--- config.mk ---
export PLATFORM = sky130hd
export DESIGN_NAME = score_bcd_display
export DESIGN_NICKNAME = d
export VERILOG_FILES = /design/src/rtl/whack_pkg.sv /design/src/rtl/bin2bcd_seq.sv /design/src/rtl/score_bcd_display.sv
export SDC_FILE = /design/constraint.sdc
export NUM_CORES = 1
export LEC_CHECK = 0
export CAP_MARGIN = 10
export CORE_ASPECT_RATIO = 0.7
export CORE_MARGIN = 4
export CORE_UTILIZATION = 46
export CTS_BUF_LIST = sky130_fd_sc_hd__clkbuf_4 sky130_fd_sc_hd__clkbuf_8 sky130_fd_sc_hd__clkbuf_16
export DETAILED_ROUTE_END_ITERATION = 16
export MAX_ROUTING_LAYER = met4
export PLACE_DENSITY_LB_ADDON = 0.3
export SETUP_SLACK_MARGIN = 0.15
export SLEW_MARGIN = 20
export SYNTH_ARGS = -nofsm -noshare
export SYNTH_HDL_FRONTEND = slang
export SYNTH_SLANG_ARGS = --single-unit
--- constraint.sdc ---
create_clock -name clk -period 2.8 [get_ports clk]
set_input_delay 0.7 -clock clk [delete_from_list [all_inputs] [get_ports clk]]
set_output_delay 0.7 -clock clk [all_outputs]
set_load 0.02 [all_outputs]
--- src/rtl/whack_pkg.sv ---
// Shared types and constants for the score display slice: converter
// state encoding, active-low 7-segment glyphs and the digit count.
package whack_pkg;

    localparam int NUM_DIGITS = 3;

    typedef enum logic [1:0] {
        IDLE  = 2'd0,
        SHIFT = 2'd1,
        DONE  = 2'd2
    } conv_state_e;

    localparam logic [6:0] SEG_0     = 7'h40;
    localparam logic [6:0] SEG_1     = 7'h79;
    localparam logic [6:0] SEG_2     = 7'h24;
    localparam logic [6:0] SEG_3     = 7'h30;
    localparam logic [6:0] SEG_4     = 7'h19;
    localparam logic [6:0] SEG_5     = 7'h12;
    localparam logic [6:0] SEG_6     = 7'h02;
    localparam logic [6:0] SEG_7     = 7'h78;
    localparam logic [6:0] SEG_8     = 7'h00;
    localparam logic [6:0] SEG_9     = 7'h10;
    localparam logic [6:0] SEG_A     = 7'h08;
    localparam logic [6:0] SEG_B     = 7'h03;
    localparam logic [6:0] SEG_C     = 7'h46;
    localparam logic [6:0] SEG_D     = 7'h21;
    localparam logic [6:0] SEG_E     = 7'h06;
    localparam logic [6:0] SEG_F     = 7'h0E;
    localparam logic [6:0] SEG_BLANK = 7'h7F;

    // Map a nibble to its active-low hex glyph (a..g on bits 0..6).
    function automatic logic [6:0] hex_to_seg(input logic [3:0] value);
        logic [6:0] glyph;
        case (value)
            4'h0:    glyph = SEG_0;
            4'h1:    glyph = SEG_1;
            4'h2:    glyph = SEG_2;
            4'h3:    glyph = SEG_3;
            4'h4:    glyph = SEG_4;
            4'h5:    glyph = SEG_5;
            4'h6:    glyph = SEG_6;
            4'h7:    glyph = SEG_7;
            4'h8:    glyph = SEG_8;
            4'h9:    glyph = SEG_9;
            4'hA:    glyph = SEG_A;
            4'hB:    glyph = SEG_B;
            4'hC:    glyph = SEG_C;
            4'hD:    glyph = SEG_D;
            4'hE:    glyph = SEG_E;
            default: glyph = SEG_F;
        endcase
        return glyph;
    endfunction

endpackage

--- src/rtl/bin2bcd_seq.sv ---
// Sequential 8-bit binary to 3-digit BCD converter (double dabble),
// one shift-and-adjust iteration per clock, eight iterations per value.
module bin2bcd_seq
    import whack_pkg::*;
(
    input  logic        clk,
    input  logic        rst_n,
    input  logic        start,
    input  logic [7:0]  bin,
    output logic        busy,
    output logic        done,
    output logic [11:0] bcd
);

    conv_state_e state_q, state_d;
    logic [19:0] shift_q, shift_d;
    logic [2:0]  count_q, count_d;

    // One double-dabble step: bump every BCD nibble >= 5 by 3, then shift left.
    function automatic logic [19:0] dabble_step(input logic [19:0] s);
        logic [19:0] adj;
        adj = s;
        for (int i = 0; i < NUM_DIGITS; i++) begin
            if (adj[8 + 4*i +: 4] >= 4'd5) begin
                adj[8 + 4*i +: 4] = adj[8 + 4*i +: 4] + 4'd3;
            end
        end
        return {adj[18:0], 1'b0};
    endfunction

    // Converter state, working shift register and iteration counter.
    always_ff @(posedge clk or negedge rst_n) begin
        if (!rst_n) begin
            state_q <= IDLE;
            shift_q <= '0;
            count_q <= '0;
        end else begin
            state_q <= state_d;
            shift_q <= shift_d;
            count_q <= count_d;
        end
    end

    // Next-state logic: load on start, iterate eight times, then present result.
    always_comb begin
        state_d = state_q;
        shift_d = shift_q;
        count_d = count_q;
        case (state_q)
            IDLE: begin
                if (start) begin
                    shift_d = {12'd0, bin};
                    count_d = '0;
                    state_d = SHIFT;
                end
            end
            SHIFT: begin
                shift_d = dabble_step(shift_q);
                count_d = count_q + 3'd1;
                if (count_q == 3'd7) begin
                    state_d = DONE;
                end
            end
            DONE: begin
                state_d = IDLE;
            end
            default: begin
                state_d = IDLE;
            end
        endcase
    end

    assign busy = (state_q != IDLE);
    assign done = (state_q == DONE);
    assign bcd  = shift_q[19:8];

endmodule

--- src/rtl/score_bcd_display.sv ---
// Score display controller: latches the game score, tracks the best score,
// converts the selected value to BCD and multiplexes it onto three
// active-low 7-segment digits with leading-zero blanking.
module score_bcd_display
    import whack_pkg::*;
#(
    parameter int unsigned SCAN_DIV = 1000
) (
    input  logic       clk,
    input  logic       rst_n,
    input  logic [7:0] score,
    input  logic       score_valid,
    input  logic       game_end,
    input  logic       show_high,
    output logic [6:0] seg,
    output logic       dp,
    output logic [2:0] digit_en,
    output logic [7:0] high_score,
    output logic       busy
);

    localparam logic [15:0] SCAN_LAST  = 16'(SCAN_DIV - 1);
    localparam logic [1:0]  DIGIT_LAST = 2'(NUM_DIGITS - 1);

    logic [7:0]  score_reg_q, score_reg_d;
    logic [7:0]  high_score_q, high_score_d;
    logic [11:0] display_q, display_d;
    logic        request_q, request_d;
    logic        game_end_prev_q;
    logic        show_high_prev_q;
    logic [15:0] presc_q, presc_d;
    logic [1:0]  digit_idx_q, digit_idx_d;
    logic [6:0]  seg_q, seg_d;
    logic        dp_q, dp_d;
    logic [2:0]  digit_en_q, digit_en_d;

    logic        conv_start;
    logic        conv_busy;
    logic        conv_done;
    logic [7:0]  conv_operand;
    logic [11:0] conv_bcd;
    logic [7:0]  compare_operand;
    logic        high_update;
    logic        request_set;

    assign conv_start      = request_q && !conv_busy;
    assign conv_operand    = show_high ? high_score_q : score_reg_q;
    assign compare_operand = score_valid ? score : score_reg_q;
    assign high_update     = game_end && !game_end_prev_q
                             && (compare_operand > high_score_q);
    assign request_set     = score_valid || (show_high != show_high_prev_q)
                             || high_update;

    bin2bcd_seq u_bin2bcd (
        .clk   (clk),
        .rst_n (rst_n),
        .start (conv_start),
        .bin   (conv_operand),
        .busy  (conv_busy),
        .done  (conv_done),
        .bcd   (conv_bcd)
    );

    // All controller state, including the registered display drive.
    always_ff @(posedge clk or negedge rst_n) begin
        if (!rst_n) begin
            score_reg_q      <= '0;
            high_score_q     <= '0;
            display_q        <= '0;
            request_q        <= 1'b0;
            game_end_prev_q  <= 1'b0;
            show_high_prev_q <= 1'b0;
            presc_q          <= '0;
            digit_idx_q      <= '0;
            seg_q            <= SEG_0;
            dp_q             <= 1'b1;
            digit_en_q       <= 3'b110;
        end else begin
            score_reg_q      <= score_reg_d;
            high_score_q     <= high_score_d;
            display_q        <= display_d;
            request_q        <= request_d;
            game_end_prev_q  <= game_end;
            show_high_prev_q <= show_high;
            presc_q          <= presc_d;
            digit_idx_q      <= digit_idx_d;
            seg_q            <= seg_d;
            dp_q             <= dp_d;
            digit_en_q       <= digit_en_d;
        end
    end

    // Score capture, best-score update, request collapsing and result write-back;
    // a new request in the same cycle the old one is consumed stays pending.
    always_comb begin
        score_reg_d  = score_valid ? score : score_reg_q;
        high_score_d = high_update ? compare_operand : high_score_q;
        display_d    = conv_done ? conv_bcd : display_q;
        request_d    = request_q;
        if (conv_start) begin
            request_d = 1'b0;
        end
        if (request_set) begin
            request_d = 1'b1;
        end
    end

    // Scan prescaler and digit index rotation units -> tens -> hundreds.
    always_comb begin
        presc_d     = presc_q + 16'd1;
        digit_idx_d = digit_idx_q;
        if (presc_q >= SCAN_LAST) begin
            presc_d     = '0;
            digit_idx_d = (digit_idx_q >= DIGIT_LAST) ? 2'd0 : digit_idx_q + 2'd1;
        end
    end

    // Glyph, decimal point and enable for the selected digit, with leading-zero blanking.
    always_comb begin
        seg_d      = hex_to_seg(display_q[3:0]);
        dp_d       = 1'b1;
        digit_en_d = 3'b110;
        case (digit_idx_q)
            2'd1: begin
                digit_en_d = 3'b101;
                seg_d      = (display_q[11:4] == 8'd0) ? SEG_BLANK
                                                       : hex_to_seg(display_q[7:4]);
            end
            2'd2: begin
                digit_en_d = 3'b011;
                seg_d      = (display_q[11:8] == 4'd0) ? SEG_BLANK
                                                       : hex_to_seg(display_q[11:8]);
            end
            default: begin
                digit_en_d = 3'b110;
                seg_d      = hex_to_seg(display_q[3:0]);
                dp_d       = !show_high;
            end
        endcase
    end

    assign seg        = seg_q;
    assign dp         = dp_q;
    assign digit_en   = digit_en_q;
    assign high_score = high_score_q;
    assign busy       = conv_busy;

endmodule

Word level (Yosys, flattened, before mapping)
Memories as Yosys holds them, arrays and structs flattened.
Index checks and enable logic that the tools add are counted.
{"block": "word_totals", "reg_bits": 85, "rom_bits": 336, "mem_count": 3}
{"block": "classes", "addsub": 6, "n_lt_le_gt_ge": 6, "eq_ne": 8, "muxes": 21, "reduce_logical": 17}
{"memory": "(name not given)", "words": 16, "word_bits": 7, "read_ports": 1, "rd_clocked_by_memory_dff": 0, "write_ports": 0, "line_no": "whack_pkg.sv:34", "text": "case (value)"}
{"memory": "(name not given)", "words": 16, "word_bits": 7, "read_ports": 1, "rd_clocked_by_memory_dff": 0, "write_ports": 0, "line_no": "whack_pkg.sv:34"}
{"memory": "(name not given)", "words": 16, "word_bits": 7, "read_ports": 1, "rd_clocked_by_memory_dff": 0, "write_ports": 0, "line_no": "whack_pkg.sv:34"}
{"op": "$pmux W20 S2", "count": 1}
{"op": "$mux W20", "count": 1}
{"op": "$add A16 B1 Y16 const B", "count": 1}
{"op": "$ge A16 B10 Y1 const B", "count": 1}
{"op": "$mux W16", "count": 1}
{"op": "$mux W8", "count": 2}
{"op": "$mux W7", "count": 2}
{"op": "$pmux W7 S2", "count": 1}
{"op": "$ge A4 B3 Y1 const B", "count": 3}
{"op": "$pmux W3 S2", "count": 2}
{"op": "$add A4 B2 Y4 const B", "count": 2}
{"op": "$gt A8 B8 Y1", "count": 1}
{"op": "$logic_not A8 Y1", "count": 1}
{"op": "$mux W4", "count": 2}
{"op": "$mux W2", "count": 3}
{"op": "$mux W3", "count": 2}
{"op": "$reduce_bool A2 Y1", "count": 3}
{"op": "$eq A2 B1 Y1 const B", "count": 2}
{"op": "$eq A2 B2 Y1 const B", "count": 2}
{"op": "$logic_not A4 Y1", "count": 1}
{"op": "$pmux W2 S2", "count": 1}
{"op": "$reduce_and A2 Y1", "count": 2}
{"op": "$add A3 B1 Y3 const B", "count": 1}
{"op": "$add A3 B2 Y3 const B", "count": 1}
{"op": "other kinds (12)", "count": 19}

Depth between registers and ports, before layout
{"block": "depth", "word_depth": 5, "depth_mapped": 9}

Hierarchy
Synthesis repeated with hierarchy kept, for this count alone.
{"block": "hier_totals", "cells_unflattened": 462, "hier_area_um2": 4860.9}
{"module": "score_bcd_display", "instances": 1, "cells_each": 312, "area_each_um2": 3374.5}
{"module": "bin2bcd_seq", "instances": 1, "cells_each": 150, "area_each_um2": 1486.4}

Worst setup path after synthesis
Ideal clock, no wire load.
{"block": "synth_timing", "path_kind": "in2reg", "start": "in score_valid", "end": "reg high_score_q[0], in the netlist high_score[0]", "setup_ps": 125, "arrival_time_ps": 2755, "required_ps": 2675, "setup_slack_ps": -80, "stages": 8, "path_buffers": 1, "path_cell_list": "clkbuf_1 -> mux2_2 -> ha_1 -> nor2b_1 -> o211ai_1 -> a21oi_1 -> o31ai_4 -> mux2_2"}
{"block": "synth_via", "elab_chain_cells": 3}
{"element": "from (decl)", "line_no": "score_bcd_display.sv:12", "text": "input logic score_valid,"}
{"element": "$mux W8"}
{"element": "net compare_operand[1]", "line_no": "score_bcd_display.sv:42", "text": "logic [7:0] compare_operand;"}
{"element": "$gt A8 B8 Y1", "line_no": "score_bcd_display.sv:50", "text": "&& (compare_operand > high_score_q);"}
{"element": "$logic_and A1 B1 Y1", "line_no": "score_bcd_display.sv:50"}
{"element": "to (signal assigned)", "line_no": "score_bcd_display.sv:80", "text": "high_score_q <= high_score_d;"}
{"element": "to (decl)", "line_no": "score_bcd_display.sv:26", "text": "logic [7:0] high_score_q, high_score_d;"}
The timed path passes the listed nets, and every way through them passes these cells.
A chain may end at the register's enable or synchronous reset.

Worst setup path after layout
{"block": "layout_timing", "start": "in score_valid", "end": "reg high_score_q[6], in the netlist high_score[6]"}
Same word-level chain as after synthesis.

==> reports/results.ini <==
[global_route]
antenna_found_initial = 0
grtUsageMet3 = 0.04133
gr-total-overflow = 0
gr-usage-met1 = 0.2355
busiest_layer = met2
grt_pass1_vias = 3321
grt_use_total = 0.1725
grt_pass1_wl_mm = 16.01
grt_max_degree = 41
use_met2 = 0.2570

[floorplanning]
fp.dieArea_mm2 = 0.01169
core_mm2 = 0.009722
start_util = 0.4730
io-pin-count = 33
die_h_um = 91.65
die_w_um = 127.5
rows = 30

[power_and_ir_drop]
p_per_area_mw_per_mm2 = 1039
static-leakage-power_nw = 2.408
max-vdd-ir-drop_mv = 0.4453
fin_total_pwr_mw = 5.789

[cts]
numCtsBuffers = 9
clk_pin_slew_ps = 60
cts_tree = done
clock_path_buffers = 2
clk_latency_ps = 340
cts.sinks = 85
root_buffer = clkbuf_16
h-tree-depth = 3

[cells_and_area]
n_antenna_cell = 0
drive_above_1_share = 0.1842
syn_to_final_growth_pct = 21.12
fin_util = 0.5728
finalInstanceArea_mm2 = 0.005569
final_nets = 553

[routing]
routedWlPerCell_um = 14.48
drc = 0
vias_per_cell = 5.322
drtAntennaViolNets = 0
drt_iter0_drc = 309
dr.pass1.iters = 4
vias = 3369
routed_wl_mm = 9.165

[place]
port_buffers = 32
placed_cell_area_mm2 = 0.005140
dpl_worst_slack_ps = -545.1
gp_congestion = 0.8712
dp_hpwl_mm = 6.423

[sta]
tightest_slew_ps = 654.1
fmax_mhz = 383.1
setup_ws_ps = 189.5
period_needed_ps = 2611
rsz0062_at_grt = false
finClkSkew_ps = 10.66
finalSetupTns_ps = 0
max_slew_margin = 0.5639
drv_slew = 0
setup_viol = 0
hold_viol_final = 0
fin_crit_sh = 0.9323

[critical_path]
cp.arrival_ps = 2830
r2r_cells = 8
path_cells = dlygate4sd2_1 -> buf_6 -> buf_4 -> mux2_4 -> ha_4 -> a211oi_2 -> nor2_2 -> o31ai_4 -> buf_6 -> mux2_2
critPathLaunchType = input pin
worstSetupEndpointType = flop
reg2reg_slack_ps = 610
cp_data_required_time_ps = 3020
path_class = in2reg
cp_common_cell = buf_6
crit_slowest_cell = mux2_4
r2r_start = score_reg_q[1]$_DFF_PN0_
cp_max_fo = 7
r2r-end = high_score[6]$_DFFE_PN0P_
crit_path_max_incr_delay_ps = 320

[synth]
synth.ff_latch_count = 85
synth_most_common_cell = dfrtp_1
yosysTopAreaCellShare = 0.4408
synth_warnings = 0
synth_flop_cell = dfrtp_1
synth_area_leaders = dfrtp_1, ha_1, mux2_2
yosysSeqAreaShare = 0.4637
ys_types = 47
yosys.area.top_type = dfrtp_1
async_reset_ff_frac = 1.000
synth_edf_count = 0
netlist_area_mm2 = 0.004598
synth_cells = 454
yosys-top-cells-count = dfrtp_1, nand2_1, ha_1, o21ai_0, inv_1
synth_area_per_cell_um2 = 10.13

[run_status]
status = finished, final reports clean

[min_path]
hold_path.class = in2async

[flow_run]
maxCapViolations = 0

==> repair_timing <==
item	in CTS	in global routing
endpoints found under the setup margin	9	8
buffers inserted	4	0
cloned	0	0
hold buffers	0	0
resized for setup	12	3
pin swaps	6	1
==> state kept, by name, indices dropped and copies added, names as in the netlist, 3 cells and up <==
signal             count
score_reg_q            8
display_q             12
high_score             8
u_bin2bcd.count_q      3
digit_en               3
u_bin2bcd.shift_q     20
seg                    7
presc_q               16
==> worst max path at each step <==
stage                            from                        end  slack (ps)  depth (start not counted)
after floorplan           score_valid  high_score[0]$_DFFE_PN0P_         130                          8
after global placement    score_valid  high_score[1]$_DFFE_PN0P_        -430                         10
after detailed placement  score_valid  high_score[4]$_DFFE_PN0P_        -550                         10
after CTS                 score_valid  high_score[6]$_DFFE_PN0P_         160                         12
after global routing      score_valid  high_score[0]$_DFFE_PN0P_         150                         12
final                     score_valid  high_score[6]$_DFFE_PN0P_         190                         10
==> critical path, delay by kind of cell <==
family | cells | cell delay, ps
simple gates | 1 | 70
buf+inv | 4 | 690
compound gates | 2 | 500
fa+ha+maj | 1 | 230
mux | 2 | 640
==> cell families (layout without fill, tap and decap cells) <==
logic type,count (synthesis),in the layout,synth area share
AOI/OAI and AO/OA,105,105,0.1431
DFF,85,85,0.4637
xor gates and xnor gates,12,12,0.02286
other,1,6,0.0008155
and+or+nand+nor,126,126,0.1306
adders and majority gates,40,40,0.1088
buffers and inverters,51,97,0.04353
muxes,34,34,0.08653
==> layer usage <==
layer / wire, um / up-vias
met5: 0 / -
met4: 109 / 0
met3: 340 / 14
met2: 4257 / 56
met1: 4458 / 1639
li1: - / 1660
==> cell usage in the layout, fill, tap and decap left out, types with 3 or more instances in the layout <==
cell type and instances:
o31ai_1 4, mux2_4 5, nor3_1 8, nor2_2 11, xnor2_1 6, dfstp_2 4, a21oi_1 20, a22oi_1 8
conb_1 6, nor2b_1 7, ha_4 5, o21ai_0 40, xor2_1 6, nand2b_1 9, nor2_1 22, clkbuf_16 9
o211ai_1 4, a211oi_1 5, clkdlybuf4s50_1 30, a31oi_1 7, mux2_2 21, nand3_1 10, inv_1 29, nand2_1 47
buf_6 3, ha_1 35, dfrtp_1 81, a22o_1 4, buf_4 18, mux2i_1 6
==> final cells by class <==
type | instances | area, um2
Inverter | 29 | 108.9
Tap cell | 128 | 160.2
Clock inverter | 5 | 58.81
Fill cell | 846 | 4153
Timing Repair Buffer | 52 | 478.0
Clock buffer | 11 | 246.5
Sequential cell | 85 | 2132
Multi-Input combinational cell | 323 | 2385
==> through the flow <==
| stage | instances | hold WS (ps) |
|---|---|---|
| 3_5_place_dp | 613 | 472.9 |
| 2_1_floorplan | 459 | 404.4 |
| 3_3_place_gp | 613 | 462.4 |
| 5_1_grt | 633 | 365.8 |
| 6_report | 633 | 333.5 |
| 4_1_cts | 633 | 350.7 |
==> power breakdown <==
part           switching [mW]  internal [mW]  total [mW]
Clock                   0.476          0.727        1.20
Sequential              0.355           1.63        1.99
Combinational            1.40           1.20        2.60
Total                    2.23           3.56        5.79
No activity file was read; power rests on OpenSTA's default activity.
